===== src/rtl/mem_arbiter.sv =====
`timescale 1ns/1ps
// Shares one byte-wide RAM port between instruction fetch and the MEM stage, sequencing
// 1/2/4-byte accesses little-endian. Define ARB_RR_EN for round-robin tie-breaking.
//  state  | meaning
//  IDLE   | no access in flight; grant decided here
//  IF_RD  | fetch word being read
//  MEM_RD | load being read
//  MEM_WR | store being written
module mem_arbiter #(
  parameter int ADDR_W = 32,
  parameter int RD_LAT = 1
) (
  input  logic              clk,
  input  logic              rst,
  input  logic              if_req_i,
  input  logic [ADDR_W-1:0] if_addr_i,
  input  logic              flush_i,
  output logic              if_ack_o,
  output logic [31:0]       if_inst_o,
  input  logic              mem_req_i,
  input  logic              mem_we_i,
  input  logic [1:0]        mem_size_i,
  input  logic [ADDR_W-1:0] mem_addr_i,
  input  logic [31:0]       mem_wdata_i,
  output logic              mem_ack_o,
  output logic [31:0]       mem_rdata_o,
  output logic [ADDR_W-1:0] ram_a_o,
  output logic              ram_wr_o,
  output logic [7:0]        ram_dout_o,
  input  logic [7:0]        ram_din_i,
  output logic              stall_if_o,
  output logic              stall_mem_o
);

  typedef enum logic [1:0] {IDLE, IF_RD, MEM_RD, MEM_WR} state_t;

  localparam logic [2:0] LAT  = 3'(RD_LAT);
  localparam logic [2:0] LAT1 = 3'(RD_LAT + 1);

  state_t            state, state_nx;
  logic [2:0]        cnt, cnt_nx;
  logic [2:0]        nbytes, nbytes_nx;
  logic [ADDR_W-1:0] base, base_nx;
  logic [31:0]       wdata, wdata_nx;
  logic [31:0]       rbuf, rbuf_nx;
  logic              last_if, last_if_nx;
  logic [ADDR_W-1:0] ram_a_nx;
  logic              ram_wr_nx;
  logic [7:0]        ram_dout_nx;
  logic              if_ack_nx, mem_ack_nx;
  logic [31:0]       if_inst_nx, mem_rdata_nx;
  logic              if_ok, mem_ok, pick_mem;
  logic [2:0]        mem_n;
  logic [2:0]        rd_k;
  logic              rd_hit;
  logic [ADDR_W-1:0] cnt_ext;

  // A requester is ignored in its own ack cycle, guaranteeing an idle cycle between accesses
  assign if_ok   = if_req_i & ~if_ack_o & ~flush_i;
  assign mem_ok  = mem_req_i & ~mem_ack_o;
  assign mem_n   = (mem_size_i == 2'd0) ? 3'd1 : (mem_size_i == 2'd1) ? 3'd2 : 3'd4;
  assign cnt_ext = {{(ADDR_W-3){1'b0}}, cnt};

`ifdef ARB_RR_EN
  assign pick_mem = mem_ok & (~if_ok | last_if);
`else
  assign pick_mem = mem_ok;
`endif

  assign stall_if_o  = if_req_i & ~if_ack_o;
  assign stall_mem_o = mem_req_i & ~mem_ack_o;

  always_ff @(posedge clk) begin
    if (rst) begin
      state       <= IDLE;
      cnt         <= '0;
      nbytes      <= '0;
      base        <= '0;
      wdata       <= '0;
      rbuf        <= '0;
      last_if     <= 1'b1;
      ram_a_o     <= '0;
      ram_wr_o    <= 1'b0;
      ram_dout_o  <= '0;
      if_ack_o    <= 1'b0;
      mem_ack_o   <= 1'b0;
      if_inst_o   <= '0;
      mem_rdata_o <= '0;
    end else begin
      state       <= state_nx;
      cnt         <= cnt_nx;
      nbytes      <= nbytes_nx;
      base        <= base_nx;
      wdata       <= wdata_nx;
      rbuf        <= rbuf_nx;
      last_if     <= last_if_nx;
      ram_a_o     <= ram_a_nx;
      ram_wr_o    <= ram_wr_nx;
      ram_dout_o  <= ram_dout_nx;
      if_ack_o    <= if_ack_nx;
      mem_ack_o   <= mem_ack_nx;
      if_inst_o   <= if_inst_nx;
      mem_rdata_o <= mem_rdata_nx;
    end
  end

  // cnt = cycles since grant; byte k is captured RD_LAT cycles after its address was issued
  always_comb begin
    state_nx     = state;
    cnt_nx       = cnt;
    nbytes_nx    = nbytes;
    base_nx      = base;
    wdata_nx     = wdata;
    rbuf_nx      = rbuf;
    last_if_nx   = last_if;
    ram_a_nx     = '0;
    ram_wr_nx    = 1'b0;
    ram_dout_nx  = '0;
    if_ack_nx    = 1'b0;
    mem_ack_nx   = 1'b0;
    if_inst_nx   = if_inst_o;
    mem_rdata_nx = mem_rdata_o;
    rd_k         = cnt - LAT1;
    rd_hit       = ((state == IF_RD) || (state == MEM_RD)) && (cnt >= LAT1) && (rd_k < nbytes);
    if (rd_hit)
      rbuf_nx[{rd_k[1:0], 3'b000} +: 8] = ram_din_i;
    case (state)
      IDLE: begin
        if (mem_ok || if_ok) begin
          base_nx   = pick_mem ? mem_addr_i : if_addr_i;
          nbytes_nx = pick_mem ? mem_n : 3'd4;
          wdata_nx  = mem_wdata_i;
          rbuf_nx   = '0;
          cnt_nx    = 3'd1;
          ram_a_nx  = base_nx;
          if (mem_ok && if_ok)
            last_if_nx = ~pick_mem;
          if (pick_mem && mem_we_i) begin
            state_nx    = MEM_WR;
            ram_wr_nx   = 1'b1;
            ram_dout_nx = mem_wdata_i[7:0];
          end else begin
            state_nx = pick_mem ? MEM_RD : IF_RD;
          end
        end
      end
      IF_RD, MEM_RD: begin
        if ((state == IF_RD) && flush_i) begin
          state_nx = IDLE;
        end else begin
          cnt_nx = cnt + 3'd1;
          if (cnt < nbytes)
            ram_a_nx = base + cnt_ext;
          if (cnt == nbytes + LAT) begin
            state_nx = IDLE;
            if (state == IF_RD) begin
              if_ack_nx  = 1'b1;
              if_inst_nx = rbuf_nx;
            end else begin
              mem_ack_nx   = 1'b1;
              mem_rdata_nx = rbuf_nx;
            end
          end
        end
      end
      MEM_WR: begin
        if (cnt < nbytes) begin
          ram_a_nx    = base + cnt_ext;
          ram_wr_nx   = 1'b1;
          ram_dout_nx = wdata[{cnt[1:0], 3'b000} +: 8];
          cnt_nx      = cnt + 3'd1;
        end else begin
          state_nx   = IDLE;
          mem_ack_nx = 1'b1;
        end
      end
      default: state_nx = IDLE;
    endcase
  end

endmodule


===== config.mk =====
export PLATFORM = sky130hd
export DESIGN_NAME = mem_arbiter
export DESIGN_NICKNAME = d
export VERILOG_FILES = /design/src/rtl/mem_arbiter.sv
export SDC_FILE = /design/constraint.sdc
export NUM_CORES = 1
export LEC_CHECK = 0
export CAP_MARGIN = 20
export CELL_PAD_IN_SITES_DETAIL_PLACEMENT = 0
export CELL_PAD_IN_SITES_GLOBAL_PLACEMENT = 2
export CORE_ASPECT_RATIO = 1.5
export CORE_MARGIN = 2
export CORE_UTILIZATION = 27
export DETAILED_ROUTE_END_ITERATION = 6
export PLACE_DENSITY = 0.87
export SETUP_SLACK_MARGIN = 0.3
export SLEW_MARGIN = 10
export SYNTH_ARGS = -nofsm -noshare
export SYNTH_HDL_FRONTEND = slang
export SYNTH_SLANG_ARGS = --single-unit

===== constraint.sdc =====
create_clock -name clk -period 2.64 [get_ports clk]
set_input_delay 0.396 -clock clk [delete_from_list [all_inputs] [get_ports clk]]
set_output_delay 0.396 -clock clk [all_outputs]
set_load 0.02 [all_outputs]

## Word level (Yosys, flattened, before mapping)

Index checks and enable logic that the tools add are counted.

| storage, ports and cells | value |
|---|---|
| logic and storage cells | 96 |
| bits in registers | 211 |
| input port bits | 112 |

| operators by class | value |
|---|---|
| $lt $le $gt $ge | 3 |
| reduce and logical (&&, ||, !) cells | 15 |
| add/sub/neg operators | 5 |
| equal/unequal tests | 10 |
| shift-type cells | 3 |
| muxes and demuxes | 37 |
| bitwise logic cells | 10 |

Operators with widths:

| operator | count |
|---|---|
| 2-to-1 mux 32 bit | 7 |
| case mux 32 bit (3 select lines) | 1 |
| adder 32 x 3 -> 32 bit | 1 |
| bitwise mux 32 bit | 1 |
| variable shift 8 x 7 -> 32 bit, first input constant | 1 |
| variable part select 32 x 6 -> 8 bit | 1 |
| variable part select 8 x 7 -> 32 bit | 1 |
| 2-to-1 mux 8 bit | 3 |
| 2-to-1 mux 3 bit | 6 |
| case mux 8 bit (2 select lines) | 1 |
| 2-to-1 mux 2 bit | 6 |
| case mux 3 bit (3 select lines) | 1 |
| 2-to-1 mux 1 bit | 8 |
| != test 2 bit, second input constant | 4 |
| AND reduction 4 bit | 2 |
| negation 5 -> 7 bit | 1 |
| NOT 1 bit | 7 |
| adder 3 x 1 -> 3 bit, second input constant | 2 |
| less-than comparator 3 bit | 2 |
| case mux 2 bit (3 select lines) | 1 |
| AND reduction 3 bit | 2 |
| == test 2 x 1 -> 1 bit, second input constant | 2 |
| == test 2 bit, second input constant | 2 |
| logical AND 1 bit | 4 |
| 11 further kinds | 16 |

## Logic depth before layout (Yosys ltp)

| logic depth | value |
|---|---|
| depth in word-level cells | 7 |
| gate-level depth with buffers | 10 |

## Worst setup path after synthesis

OpenSTA, ideal clock, no wires.

| timing path | value |
|---|---|
| path type | reg-to-reg |
| from | register cnt[1] |
| to | register mem_rdata_o[31] |
| data required time | 2495 ps |
| slack | 30 ps |
| period minus slack after synthesis | 2610 ps |
| arrival time | 2465 ps |
| cell stages (with the launch flop) | 11 |
| cells stage by stage | dfxtp_1 -> clkbuf_1 -> inv_1 -> ha_1 -> inv_1 -> ha_1 -> nand2b_1 -> a21oi_2 -> nand3_2 -> mux2i_1 -> a211oi_1 |

| between the ends | value |
|---|---|
| cells in the longest elaborated chain, start to end | 5 |
| elaborated cells on any way between the ends | 12 |

RTL lines:

| what | RTL line | text |
|---|---|---|
| start, declared | 41 | `logic [2:0] cnt, cnt_nx;` |
| start signal, assigned | 91 | `cnt <= cnt_nx;` |
| subtractor 3 x 2 -> 3 bit | 123 | `rd_k = cnt - LAT1;` |
| negation 5 -> 7 bit | 126 | `rbuf_nx[{rd_k[1:0], 3'b000} +: 8] = ram_din_i;` |
| variable part select 8 x 7 -> 32 bit or variable shift 8 x 7 -> 32 bit (tied branches) | 126 |  |
| bitwise mux 32 bit | 126 |  |
| 2-to-1 mux 32 bit | 125 | `if (rd_hit)` |
| end signal, assigned | 103 | `mem_rdata_o <= mem_rdata_nx;` |
| end, declared | 26 | `output logic [31:0] mem_rdata_o,` |

Parallel ways exist; a longest one is shown, timed or not.
A chain may end at the register's enable or synchronous reset.

## Worst setup path after layout

| timing path | value |
|---|---|
| from | register cnt[2] |
| to | register mem_rdata_o[11] |

| between the ends | value |
|---|---|
| cells in the longest elaborated chain, start to end | 4 |
| elaborated cells on any way between the ends | 8 |

RTL lines:

| what | RTL line | text |
|---|---|---|
| subtractor 3 x 2 -> 3 bit or greater-or-equal comparator 3 x 2 -> 1 bit (tied branches) | 123, 124 |  |
| less-than comparator 3 bit or logical AND 1 bit (tied branches) | 124 | `rd_hit = ((state == IF_RD) \|\| (state == MEM_RD)) && (cnt >= LAT1) && (rd_k < nbytes);` |
| logical AND 1 bit | 124 |  |
| 2-to-1 mux 32 bit | 125 |  |

Parallel ways exist; a longest one is shown, timed or not.

==> summary.txt <==
Synthesis
  – Top cells by area, synth: dfxtp_1, mux2i_1, a211oi_1
  – Syn_nets: 1078
  – Gate Count Post-Synth: 945
  – Synth cell types: 58
  – Synth Area per Inst: 9.52 sq um
  – Mapped Area: 9000 sq um
  – Area leader, netlist: dfxtp_1
  – Number of synthesized flops with an enable pin: 0
  – Ys Warns: 0
  – Post-synthesis sequential element count: 211
  – Synth top area share: 46.9%
  – Primary FF master, synth: dfxtp_1
  – Seq/Total Area, Yosys: 46.9%
  – Fraction of registers with async set/reset: 0%

Global route
  – First-pass GRT wire length: 41400 um
  – Pin count of the biggest net entering global routing: 103
  – Total GRT Usage: 15.0%
  – Grt ovf: 0
  – Vias in the first global route: 7467
  – Initial antenna violation count: 2

Power and ir drop
  – Switching power: 3.85 mW
  – Internal Power: 8.07 mW
  – Combinational share of power: 31.6%
  – Clk pwr share: 32.9%
  – Lkg Pwr: 4.61 nW
  – Cell area power density: 929 nW/um^2
  – Switching share of power: 32.3%
  – Peak supply drop: 0.352 mV
  – Register share of total power: 35.5%

Setup path
  – Reg2Reg Launch Point: cnt[2]
  – Crit path kind: reg2reg
  – Reg2reg setup slack: 0.45 ns
  – CP endpoint kind: register
  – CP Cell Sequence: inv_1 -> ha_1 -> inv_1 -> ha_1 -> nand2b_1 -> a21oi_4 -> nand3_4 -> mux2i_2 -> a211oi_1
  – CP required: 3.01 ns
  – Worst path slowest cell: dfxtp_4
  – WP data arrival: 2.56 ns
  – Max stage delay on crit path: 0.38 ns
  – Reg2reg end: mem_rdata_o[11]
  – Cells on worst reg2reg path: 9
  – CP startpoint kind: register
  – Crit Path Max Fanout: 8

Min path
  – Hold depth: 2
  – HP Class: in2reg
  – Hold path endpoint: base[2]
  – Hold Crit Start: rst

Die
  – Core area: 32700 sq um
  – Die W: 153 um
  – Die ar.: 34800 sq um
  – Die Ht: 228 um
  – Initial core utilization: 27.5%
  – FP Rows: 81
  – # IOs: 221

Drt
  – Detailed-route DRC error count: 0
  – Average wire per standard cell: 17.1 um
  – Final WL: 27000 um
  – DRT antenna net count: 0
  – First-pass detailed-route iteration total: 4
  – DR vias/cell: 4.73
  – Vias: 7479
  – DRT iter0 DRCs: 241

CTS
  – # clock sinks: 211
  – Hold Buf Count CTS: 0
  – Register clock-pin slew on the reported worst setup and hold paths: 0.06 ns
  – TritonCTS clock tree: yes
  – Htree depth: 1
  – Clock root buffer: clkbuf_16
  – Num CTS Buffers: 22
  – Clock Latency Late Sink: 0.51 ns
  – Clk buf depth: 3

Layout
  – Commonest non-fill, non-tap cell in the layout: clkdlybuf4s50_1
  – Final #Nets: 1283
  – Commonest cells after routing, fill and taps aside: clkdlybuf4s50_1, dfxtp_1, nor2_1
  – Synthesis-to-finish area growth: 42.6%
  – Share of post-route cells with drive strength above 1: 11.9%

STA
  – RSZ-0062 raised after global routing: no
  – Clock Skew: 0.0124 ns
  – Time the worst path needs with I/O delays and setup: 2.19 ns
  – Worst slew margin: 53.9%
  – Max Clk Rate: 457 MHz
  – Tcrit/Tclk final: 82.8%
  – Setup violation total in the final timing report: 0
  – Setup TNS: 0 ns
  – Slew Viols, Final: 0
  – Min setup slack post-route: 0.453 ns
  – Worst-margin pin slew: 0.689 ns
  – Final Hold Viols: 0

Place
  – IO Port Bufs: 220
  – Dpl ws: 0.236 ns
  – RePlAce Congestion: 0.774
  – DP HPWL: 19400 um

Run status
  – Status: completed

Job
  – Max Cap Viol: 0
-- metal layers --
layer,vias to the layer above,share of wire [%],GRT usage (%)
li1,3742,-,-
met1,3505,40,16.8
met2,194,52,27.9
met3,36,5.5,3.24
met4,2,2.4,5.02
met5,-,0.048,0
-- how the worst max path moves through the flow --
stage	start	end	slack (ns)	cells past startpoint
final	cnt[2]	mem_rdata_o[11]	0.45	9
after detailed placement	cnt[2]	mem_rdata_o[1]	0.24	9
after global routing	cnt[2]	mem_rdata_o[12]	0.30	9
after global placement	cnt[2]	mem_rdata_o[1]	0.27	9
after floorplan	cnt[1]	mem_rdata_o[31]	0.31	10
after CTS	mem_ack_o	stall_mem_o	0.31	3
-- sequential cells by signal, indices dropped and copies added (netlist names), 2 cells and up --
register,count
base,32
cnt,3
if_inst_o,32
mem_rdata_o,32
nbytes,3
ram_a_o,32
ram_dout_o,8
rbuf,32
state,2
wdata,32
-- kinds of logic (layout without fill, tap and decap cells) --
family,after synthesis,count (layout),synth area share (%)
multiplexers,73,73,9.25
buffers and inverters,78,298,3.99
XOR/XNOR,31,31,3.18
AND/OR/NAND/NOR,332,332,17.3
adder cells (fa/ha/maj),21,21,3.00
flip-flops,211,211,46.9
AO/OA/AOI/OAI,199,199,16.3
other,0,2,0
-- Yosys cell counts, types with 11 or more instances --
library cell,n
a211oi_1,76
a21oi_1,39
ha_1,20
mux2i_1,64
dfxtp_1,211
and2_1,37
xor2_1,22
buf_2,14
clkbuf_1,35
o22ai_1,26
a211oi_2,20
inv_1,15
nand4_1,11
nor2_1,151
nand2_1,78
-- timing repair --
action                                  in CTS  in global routing
gates resized for setup                      9                 22
setup buffers                                2                  0
pin swaps                                    2                  2
endpoints found under the setup margin      17                101
-- power by group through the flow --
stage	Clock, mW	Combinational, mW	Sequential [mW]
floorplan	0	2.03	4.55
global placement	0	3.76	4.28
detailed placement	0	3.77	4.30
CTS	4.01	3.80	4.23
global route	4.14	4.13	4.31
finish	3.92	3.77	4.23
-- per-stage QoR --
step / instances / cell area, sq um / hold WS, ns / utilization [%] / total power [mW]
6_report: 1582 / 12800 / 0.194 / 39.2 / 11.9
5_1_grt: 1581 / 12800 / 0.199 / 39.2 / 12.6
4_1_cts: 1580 / 12700 / 0.177 / 38.9 / 12.0
3_5_place_dp: 1539 / 11700 / 0.447 / 35.8 / 8.07
3_3_place_gp: 1539 / 11700 / 0.441 / 35.8 / 8.04
2_1_floorplan: 945 / 9070 / 0.433 / - / 6.59
-- critical path: cells and delay by family, from the launching register on --
family / cells / cell delay (ns)
adder cells (fa/ha/maj): 2 / 0.43
AND/OR/NAND/NOR: 2 / 0.42
AO/OA/AOI/OAI: 2 / 0.40
flip-flops: 1 / 0.38
multiplexers: 1 / 0.33
buffers and inverters: 2 / 0.10
-- final cells by class --
cell class | count | area [sq um]
flip-flops and latches | 211 | 4230
repair buffers | 243 | 2470
clock buffers | 28 | 644
fillers | 3251 | 19900
well taps | 415 | 519
clock inverters | 11 | 284
multi-input cells | 656 | 4610
inverters | 16 | 60.1
diodes | 2 | 5.00
(Power assumes the default switching activity.)
